### src/rtl/p2p_cfg_reg_axil_pkg.sv
// Shared types and register map for the P2P filter configuration slave.
// Each rule spans six words: ipv4, ipv6[127:96]..ipv6[31:0], {flags, proto, port}.
package p2p_cfg_reg_axil_pkg;

  localparam int NUM_REGS    = 16;
  localparam int NUM_RULES   = 2;
  localparam int RULE_WORDS  = 6;
  localparam int NUM_RW_REGS = NUM_RULES * RULE_WORDS;

  typedef logic [3:0] reg_idx_t;

  localparam logic [1:0] AXIL_RESP_OKAY   = 2'b00;
  localparam logic [1:0] AXIL_RESP_SLVERR = 2'b10;

  localparam reg_idx_t RULE_FIRST_RO = 4'hC;
  localparam reg_idx_t RULE1_FIRST   = 4'h6;

  localparam int RULE_OFF_IPV4 = 0;
  localparam int RULE_OFF_IPV6 = 1;
  localparam int RULE_OFF_PORT = 5;

  typedef struct packed {
    logic [7:0]   flags;
    logic [7:0]   proto;
    logic [15:0]  port;
    logic [127:0] ipv6_addr;
    logic [31:0]  ipv4_addr;
  } rule_t;

  typedef struct packed {
    rule_t [NUM_RULES-1:0] rule;
  } cfg_reg_t;

  typedef struct packed {
    logic [31:0] dropped_packets;
    logic [31:0] total_packets;
    logic [31:0] matched_rule1;
    logic [31:0] matched_rule0;
  } status_reg_t;

  // Status words 0xC..0xF: matched_rule0, matched_rule1, total_packets, dropped_packets.
  function automatic logic [31:0] status_word(status_reg_t s, logic [1:0] sel);
    logic [31:0] w;
    case (sel)
      2'd0:    w = s.matched_rule0;
      2'd1:    w = s.matched_rule1;
      2'd2:    w = s.total_packets;
      default: w = s.dropped_packets;
    endcase
    return w;
  endfunction

endpackage

### src/rtl/p2p_cfg_reg_axil_wr_join.sv
// Captures AXI-Lite AW and W beats independently, joins them into a single
// commit pulse and owns the B channel. One outstanding write at a time.
module p2p_axil_wr_join
  import p2p_cfg_reg_axil_pkg::*;
#(
  parameter int ADDR_W = 12
) (
  input  logic              clk,
  input  logic              rst,
  input  logic              s_axil_awvalid,
  input  logic [ADDR_W-1:0] s_axil_awaddr,
  output logic              s_axil_awready,
  input  logic              s_axil_wvalid,
  input  logic [31:0]       s_axil_wdata,
  input  logic [3:0]        s_axil_wstrb,
  output logic              s_axil_wready,
  output logic              s_axil_bvalid,
  output logic [1:0]        s_axil_bresp,
  input  logic              s_axil_bready,
  output logic              wr_commit,
  output reg_idx_t          wr_idx,
  output logic              wr_in_range,
  output logic [31:0]       wr_data,
  output logic [3:0]        wr_strb
);

  logic aw_got;
  logic w_got;
  logic aw_hs;
  logic w_hs;
  logic aw_in_range;
  logic range_now;
  logic unused_aw_lsb;

  assign aw_hs         = s_axil_awvalid && s_axil_awready;
  assign w_hs          = s_axil_wvalid && s_axil_wready;
  assign aw_in_range   = (s_axil_awaddr[ADDR_W-1:6] == '0);
  assign range_now     = aw_hs ? aw_in_range : wr_in_range;
  assign unused_aw_lsb = ^s_axil_awaddr[1:0];

  always_ff @(posedge clk or posedge rst) begin
    if (rst) begin
      s_axil_awready <= 1'b0;
      s_axil_wready  <= 1'b0;
      s_axil_bvalid  <= 1'b0;
      s_axil_bresp   <= AXIL_RESP_OKAY;
      aw_got         <= 1'b0;
      w_got          <= 1'b0;
      wr_commit      <= 1'b0;
      wr_idx         <= '0;
      wr_in_range    <= 1'b0;
      wr_data        <= '0;
      wr_strb        <= '0;
    end else begin
      wr_commit <= 1'b0;
      if (s_axil_bvalid) begin
        if (s_axil_bready) begin
          s_axil_bvalid  <= 1'b0;
          aw_got         <= 1'b0;
          w_got          <= 1'b0;
          s_axil_awready <= 1'b1;
          s_axil_wready  <= 1'b1;
        end
      end else begin
        if (aw_hs) begin
          aw_got         <= 1'b1;
          s_axil_awready <= 1'b0;
          wr_idx         <= s_axil_awaddr[5:2];
          wr_in_range    <= aw_in_range;
        end else if (!aw_got) begin
          s_axil_awready <= 1'b1;
        end
        if (w_hs) begin
          w_got         <= 1'b1;
          s_axil_wready <= 1'b0;
          wr_data       <= s_axil_wdata;
          wr_strb       <= s_axil_wstrb;
        end else if (!w_got) begin
          s_axil_wready <= 1'b1;
        end
        // Last beat lands: the following cycle is the commit cycle, with B already up.
        if ((aw_got || aw_hs) && (w_got || w_hs)) begin
          s_axil_bvalid <= 1'b1;
          wr_commit     <= 1'b1;
          s_axil_bresp  <= range_now ? AXIL_RESP_OKAY : AXIL_RESP_SLVERR;
        end
      end
    end
  end

endmodule

### src/rtl/p2p_cfg_reg_axil.sv
// AXI4-Lite register slave holding the P2P filter rule set and exposing the
// filter's live status counters for readback.
module p2p_cfg_reg_axil
  import p2p_cfg_reg_axil_pkg::*;
#(
  parameter int ADDR_W = 12
) (
  input  logic                          axil_aclk,
  input  logic                          axil_rst,
  input  logic                          s_axil_awvalid,
  input  logic [ADDR_W-1:0]             s_axil_awaddr,
  output logic                          s_axil_awready,
  input  logic                          s_axil_wvalid,
  input  logic [31:0]                   s_axil_wdata,
  input  logic [3:0]                    s_axil_wstrb,
  output logic                          s_axil_wready,
  output logic                          s_axil_bvalid,
  output logic [1:0]                    s_axil_bresp,
  input  logic                          s_axil_bready,
  input  logic                          s_axil_arvalid,
  input  logic [ADDR_W-1:0]             s_axil_araddr,
  output logic                          s_axil_arready,
  output logic                          s_axil_rvalid,
  output logic [31:0]                   s_axil_rdata,
  output logic [1:0]                    s_axil_rresp,
  input  logic                          s_axil_rready,
  output logic [$bits(cfg_reg_t)-1:0]   cfg_reg_o,
  input  logic [$bits(status_reg_t)-1:0] status_i,
  output logic                          cfg_upd_o,
  output logic                          cfg_upd_rule_o
);

  logic        wr_commit;
  reg_idx_t    wr_idx;
  logic        wr_in_range;
  logic [31:0] wr_data;
  logic [3:0]  wr_strb;
  logic        wr_rw;

  logic [31:0] regs [NUM_RW_REGS];
  cfg_reg_t    cfg_w;

  reg_idx_t    rd_idx;
  logic        rd_in_range;
  logic [31:0] rd_word;
  logic [1:0]  rd_resp;
  logic        unused_ar_lsb;

  p2p_axil_wr_join #(
    .ADDR_W(ADDR_W)
  ) u_wr_join (
    .clk            (axil_aclk),
    .rst            (axil_rst),
    .s_axil_awvalid (s_axil_awvalid),
    .s_axil_awaddr  (s_axil_awaddr),
    .s_axil_awready (s_axil_awready),
    .s_axil_wvalid  (s_axil_wvalid),
    .s_axil_wdata   (s_axil_wdata),
    .s_axil_wstrb   (s_axil_wstrb),
    .s_axil_wready  (s_axil_wready),
    .s_axil_bvalid  (s_axil_bvalid),
    .s_axil_bresp   (s_axil_bresp),
    .s_axil_bready  (s_axil_bready),
    .wr_commit      (wr_commit),
    .wr_idx         (wr_idx),
    .wr_in_range    (wr_in_range),
    .wr_data        (wr_data),
    .wr_strb        (wr_strb)
  );

  assign wr_rw = wr_in_range && (wr_idx < RULE_FIRST_RO);

  always_ff @(posedge axil_aclk or posedge axil_rst) begin
    if (axil_rst) begin
      for (int i = 0; i < NUM_RW_REGS; i++) regs[i] <= '0;
      cfg_upd_o      <= 1'b0;
      cfg_upd_rule_o <= 1'b0;
    end else begin
      cfg_upd_o <= 1'b0;
      if (wr_commit && wr_rw) begin
        for (int b = 0; b < 4; b++) begin
          if (wr_strb[b]) regs[wr_idx][8*b +: 8] <= wr_data[8*b +: 8];
        end
        cfg_upd_o      <= 1'b1;
        cfg_upd_rule_o <= (wr_idx >= RULE1_FIRST);
      end
    end
  end

  for (genvar r = 0; r < NUM_RULES; r++) begin : g_rule
    localparam int B = r * RULE_WORDS;
    assign cfg_w.rule[r] = {regs[B+RULE_OFF_PORT],
                            regs[B+RULE_OFF_IPV6],   regs[B+RULE_OFF_IPV6+1],
                            regs[B+RULE_OFF_IPV6+2], regs[B+RULE_OFF_IPV6+3],
                            regs[B+RULE_OFF_IPV4]};
  end

  assign cfg_reg_o = cfg_w;

  assign rd_idx        = s_axil_araddr[5:2];
  assign rd_in_range   = (s_axil_araddr[ADDR_W-1:6] == '0);
  assign unused_ar_lsb = ^s_axil_araddr[1:0];

  // Read mux sees the pre-commit register contents, so a read in the commit cycle returns old data.
  always_comb begin
    rd_word = '0;
    rd_resp = AXIL_RESP_OKAY;
    if (!rd_in_range) begin
      rd_resp = AXIL_RESP_SLVERR;
    end else if (rd_idx < RULE_FIRST_RO) begin
      rd_word = regs[rd_idx];
    end else begin
      rd_word = status_word(status_reg_t'(status_i), rd_idx[1:0]);
    end
  end

  always_ff @(posedge axil_aclk or posedge axil_rst) begin
    if (axil_rst) begin
      s_axil_arready <= 1'b0;
      s_axil_rvalid  <= 1'b0;
      s_axil_rdata   <= '0;
      s_axil_rresp   <= AXIL_RESP_OKAY;
    end else if (s_axil_rvalid) begin
      if (s_axil_rready) begin
        s_axil_rvalid  <= 1'b0;
        s_axil_arready <= 1'b1;
      end
    end else if (s_axil_arready && s_axil_arvalid) begin
      s_axil_rvalid  <= 1'b1;
      s_axil_arready <= 1'b0;
      s_axil_rdata   <= rd_word;
      s_axil_rresp   <= rd_resp;
    end else begin
      s_axil_arready <= 1'b1;
    end
  end

endmodule

### config.mk
export PLATFORM = sky130hd
export DESIGN_NAME = p2p_cfg_reg_axil
export DESIGN_NICKNAME = d
export VERILOG_FILES = /design/src/rtl/p2p_cfg_reg_axil_pkg.sv /design/src/rtl/p2p_cfg_reg_axil_wr_join.sv /design/src/rtl/p2p_cfg_reg_axil.sv
export SDC_FILE = /design/constraint.sdc
export NUM_CORES = 1
export LEC_CHECK = 0
export CAP_MARGIN = 20
export CORE_AREA = 3 3 239 241
export DETAILED_ROUTE_END_ITERATION = 10
export DIE_AREA = 0 0 242 244
export PLACE_DENSITY_LB_ADDON = 0.15
export SKIP_LAST_GASP = 1
export SLEW_MARGIN = 20
export SYNTH_ARGS = -nofsm -noshare
export SYNTH_HDL_FRONTEND = slang
export SYNTH_SLANG_ARGS = --single-unit
export TNS_END_PERCENT = 20
### constraint.sdc
create_clock -name axil_aclk -period 13.35 [get_ports axil_aclk]
set_input_delay 1.335 -clock axil_aclk [delete_from_list [all_inputs] [get_ports axil_aclk]]
set_output_delay 1.335 -clock axil_aclk [all_outputs]
set_load 0.02 [all_outputs]
### After elaboration in Yosys (flattened, before gate mapping)

Cells that the tools add are included.

| word-level totals | value |
|---|---|
| bits of input ports | 195 |
| bits in read-only memories | 0 |
| memories kept | 0 |
| register bits | 471 |
| RAM bits | 0 |
| logic and storage cells | 118 |
| output and inout bits | 427 |
| latch bits | 0 |

| operators by class | value |
|---|---|
| bitwise gates (word level) | 4 |
| multiplexer cells | 51 |
| equal/unequal tests | 6 |
| div/mod/pow operators | 0 |
| shifts and indexed selects | 0 |
| magnitude comparators | 6 |
| add/sub/neg operators | 0 |
| reduce and logical (&&, ||, !) cells | 22 |
| $mul | 0 |

Operators by type and width:

| cell | count |
|---|---|
| $mux W384 | 7 |
| $bwmux W384 | 4 |
| $demux W32 S4 | 4 |
| $mux W32 | 5 |
| $bmux W32 S4 | 1 |
| $pmux W32 S3 | 1 |
| $mux W1 | 24 |
| $mux W24 | 1 |
| $mux W16 | 1 |
| $reduce_and A2 Y1 | 8 |
| $logic_not A6 Y1 | 2 |
| $ge A5 B5 Y1 const B | 2 |
| $not A4 Y5 | 2 |
| $lt A4 B4 Y1 const B | 2 |
| $mux W8 | 1 |
| $logic_and A1 B1 Y1 | 7 |
| $ne A3 B2 Y1 const B | 2 |
| $lt A5 B1 Y1 const B | 1 |
| $ge A4 B3 Y1 const B | 1 |
| $mux W2 | 2 |
| $reduce_bool A2 Y1 | 2 |
| $eq A2 B1 Y1 const B | 1 |
| $eq A2 B2 Y1 const B | 1 |
| $logic_not A2 Y1 | 1 |
| other kinds (4) | 6 |

### Depth between registers and ports, before layout

| logic depth | value |
|---|---|
| depth in word-level cells | 16 |
| depth in mapped cells | 7 |

### By module

From an unflattened synthesis, not the netlist that was laid out.

| second synthesis, totals | value |
|---|---|
| cells, all modules | 1388 |
| area, all modules | 21770.9 µm² |

Modules (own cells, without submodules):

| module | cells each | instances | area each (µm²) |
|---|---|---|---|
| p2p_cfg_reg_axil | 1264 | 1 | 19795.2 |
| p2p_axil_wr_join | 124 | 1 | 1975.6 |

### Worst setup path after synthesis

No wires, ideal clock.

| timing path | value |
|---|---|
| path kind | input port to flip-flop |
| start point | in s_axil_araddr[5] |
| end point | reg s_axil_rdata[0] |
| stages on the path | 6 |
| path slack | 10.452 ns |
| path buffers | 2 |
| setup time | 0.121 ns |
| arrival time | 2.777 ns |
| data required time | 13.229 ns |
| path through | buf_2 > buf_2 > mux4_2 > mux2i_1 > mux2i_1 > a22o_1 |

| on the way | value |
|---|---|
| cells in the longest elaborated chain, start to end | 6 |
| elaborated cells on any way between the ends | 7 |
| classes of those cells | order compare: 1; mux: 5; bitwise: 1 |

RTL lines:

| item | RTL line | source |
|---|---|---|
| start, declared | p2p_cfg_reg_axil.sv:21 | `input logic [ADDR_W-1:0] s_axil_araddr,` |
| $not A4 Y5 (not written as such) | p2p_cfg_reg_axil.sv:111 | `rd_word = regs[rd_idx];` |
| $bmux W32 S4 | p2p_cfg_reg_axil.sv:111 |  |
| $mux W32 (not written as such) (2 in a row) | p2p_cfg_reg_axil.sv:111 |  |
| $mux W32 (*) | p2p_cfg_reg_axil.sv:110 | `end else if (rd_idx < RULE_FIRST_RO) begin` |
| $mux W32 (*) | p2p_cfg_reg_axil.sv:108 | `if (!rd_in_range) begin` |
| end signal, assigned | p2p_cfg_reg_axil.sv:131 | `s_axil_rdata <= rd_word;` |
| end, declared | p2p_cfg_reg_axil.sv:24 | `output logic [31:0] s_axil_rdata,` |

Every way passes the cells marked *; elsewhere a longest branch is shown, timed or not. The select of a mux whose other input is x is not followed.
A chain may end at the register's enable or synchronous reset.

==> impl_results.md <==
* Die Y at about 240 microns
* Rows at 86
* CTS tree: yes
* Setup tns final at 0 ns
* Vias at 14,803
* Dpl hpwl at 55,300 microns
* Post-CTS Setup Bufs at 0
* Fin area at 30,200 sq um
* Initial Util at 39.2%
* F_max at 232 MHz
* WL final at 78,000 microns
* Synth Register Bits at around 470
* Most frequent cells in the layout: clkdlybuf4s50_1, dfrtp_1, mux2_2, mux4_2, mux2i_1
* Hold_buf cts at 0
* H-tree levels at 2
* Cts bufs inserted at between 50 and 60
* Arr. time, crit path at 4.86 ns
* Register area share after synthesis at between 50% and 60%
* Die width at between 200 and 250 microns
* Status: finished clean
* Synthesized area per cell at approximately 16 sq um
* DR pass1 iterations at 4
* Largest net degree at the start of global routing at 157
* Grt total ovfl at 0
* Crit start category: primary input
* Fill cell count at approximately 4,600
* Layout Area Growth over Synthesis at 40.2%
* Largest buffer count on any clock path at 3
* Placed instance area at 28,400 sq um
* Leak at 13.8 nW
* Initial antenna violation count at 11
* Final hold violation count at 0
* PortBufs at slightly above 600
* Vias in the first global route at 15,664
* Post-CTS resize count at 0
* Clk_lat worst skew at 0.59 ns
* Fin crit period at 4.31 ns
* Core Area at ~55,000 sq um
* Via density at 5.40
* Critical path class: in -> async
* Die ar. at 59,000 sq um
* Max-slew violation count at 0
* Nets at about 2,100
* GRT Overall Usage at 26.0%
* Cell Area, Synth at 21,600 sq um
* Mapped Cells at 1,353
* RSZ-0062 raised after global routing: false
* P per Cell Area at 125 nW/um^2
* Tcrit/Tclk final at 32.2%
* Core Util, Final at 54.9%
* Worst Hold Class: reg -> reg
* Detail Route Antenna Nets at 0
* Yosys warns at 0
* Avg WL per Cell at 28.4 microns
* Slew margin rel. at 32.7%
* I/O pin total at 622
* Max-Cap Viols at 0
* CTS Sinks at 469
* Most common cell after layout, fill and taps aside: clkdlybuf4s50_1
* Worst Max-Slew Pin Slew at 1.01 ns
* Clock-pin slew on the worst setup and hold paths at 0.06 ns
* Count of cell types in the netlist at 29
* Share of cells above drive strength 1 at 31.7%
* Final setup vio count at 0
* CP Capture Type: async pin
* Worst endpoint required time at about 14 ns
* Clock Skew at 0.0260 ns
* Drc violations at 0
* Clock Tree Root: clkbuf_16
* Initial detailed-routing violation count at 745
* GPL Wtd Cong at 0.915
* Max FO, Critical Path at 78
* Global-route wire length before repair at 113,000 microns
* IR Drop Worst-Case VDD at 0.0931 mV
* Final hold slack at ~0.50 ns
synthesized netlist by cell type:
library cell / instances / area, sq um
dfrtp_1: 469 / 11700
mux2_2: 387 / 4360
mux4_2: 128 / 2880
mux2i_1: 97 / 971
nand2_1: 58 / 218
clkbuf_1: 44 / 165
mux2_1: 38 / 428
buf_2: 36 / 180
a22o_1: 32 / 280
nor2_1: 10 / 37.5
buf_1: 9 / 33.8
o21ai_0: 7 / 35.0
nor3_1: 6 / 30.0
inv_1: 5 / 18.8
nand2b_1: 5 / 31.3
nor3b_2: 4 / 50.1
a21oi_1: 3 / 15.0
buf_4: 2 / 15.0
nand3b_1: 2 / 15.0
nor4_1: 2 / 12.5
a211oi_1: 1 / 7.51
a21o_1: 1 / 7.51
and2_1: 1 / 6.26
conb_1: 1 / 3.75
nor4_2: 1 / 12.5
o21a_1: 1 / 7.51
o22ai_1: 1 / 6.26
or2_2: 1 / 6.26
or4_1: 1 / 7.51
path summary, 6_finish.rpt:
kind                                           from          endpoint  slack (ns)  cells past startpoint
worst max-delay path                       axil_rst    cfg_reg_o[305]        9.04                      5
worst min-delay path               s_axil_rdata[23]  s_axil_rdata[23]        0.50                      1
worst max register to register  u_wr_join.wr_idx[2]    cfg_reg_o[332]       10.70                      4
worst min register to register     s_axil_rdata[23]  s_axil_rdata[23]        0.50                      1
max in group axil_aclk             s_axil_araddr[5]  s_axil_rdata[28]        9.75                      6
min in group asynchronous                  axil_rst    cfg_reg_o[251]        1.26                      2
state kept, by name, indices dropped and copies added, names as in the netlist:
| name | count |
|---|---|
| s_axil_rvalid | 1 |
| u_wr_join.wr_strb | 4 |
| cfg_upd_rule_o | 1 |
| u_wr_join.wr_idx | 4 |
| u_wr_join.s_axil_wready | 1 |
| u_wr_join.s_axil_awready | 1 |
| s_axil_arready | 1 |
| u_wr_join.wr_in_range | 1 |
| s_axil_rresp | 1 |
| u_wr_join.wr_commit | 1 |
| cfg_upd_o | 1 |
| u_wr_join.s_axil_bresp | 1 |
| u_wr_join.wr_data | 32 |
| u_wr_join.s_axil_bvalid | 1 |
| s_axil_rdata | 32 |
| u_wr_join.aw_got | 1 |
| u_wr_join.w_got | 1 |
| cfg_reg_o | 384 |
cell families after synthesis:
group	Yosys count	synth area share (%)
flip-flops	469	54.4
multiplexers	650	40.0
AO/OA/AOI/OAI	46	1.66
AND/OR/NAND/NOR	91	1.98
other	1	0.0174
buffers and inverters	96	1.91
routing by layer:
layer	global-route usage [%]	wire length (microns)	vias up
li1	-	-	6318
met1	32.2	31500	7853
met2	44.5	38900	518
met3	7.27	5400	106
met4	7.74	2140	8
met5	0	54	-
power breakdown:
part / internal, mW / switching (mW) / total, mW
logic: 0.264 / 0.253 / 0.517
registers: 1.52 / 0.234 / 1.75
clock network: 0.918 / 0.594 / 1.51
total: 2.70 / 1.08 / 3.78
per-stage QoR:
step	worst slack, ns	total power [mW]	instances
6_report	9.04	3.78	2742
5_1_grt	8.54	3.94	2738
4_1_cts	8.88	3.83	2735
3_5_place_dp	8.26	2.30	2640
3_3_place_gp	8.31	2.28	2640
2_1_floorplan	5.66	2.02	1354
critical path, stage by stage:
cell	delay (ns)
clkdlybuf4s50_1	0.46
clkinvlp_4	0.53
buf_4	0.71
buf_4	0.81
buf_4	0.90
area by class of cell:
| class | count | area, sq um | area share, % |
|---|---|---|---|
| Sequential cell | 469 | 11700 | 38.8 |
| Clock inverter | 25 | 324 | 1.07 |
| Antenna cell | 7 | 17.5 | 0.0579 |
| Inverter | 5 | 22.5 | 0.0745 |
| Tap cell | 748 | 936 | 3.09 |
| Clock buffer | 70 | 1490 | 4.93 |
| Timing Repair Buffer | 629 | 6270 | 20.7 |
| Multi-Input combinational cell | 789 | 9450 | 31.2 |
(Power assumes the default switching activity.)
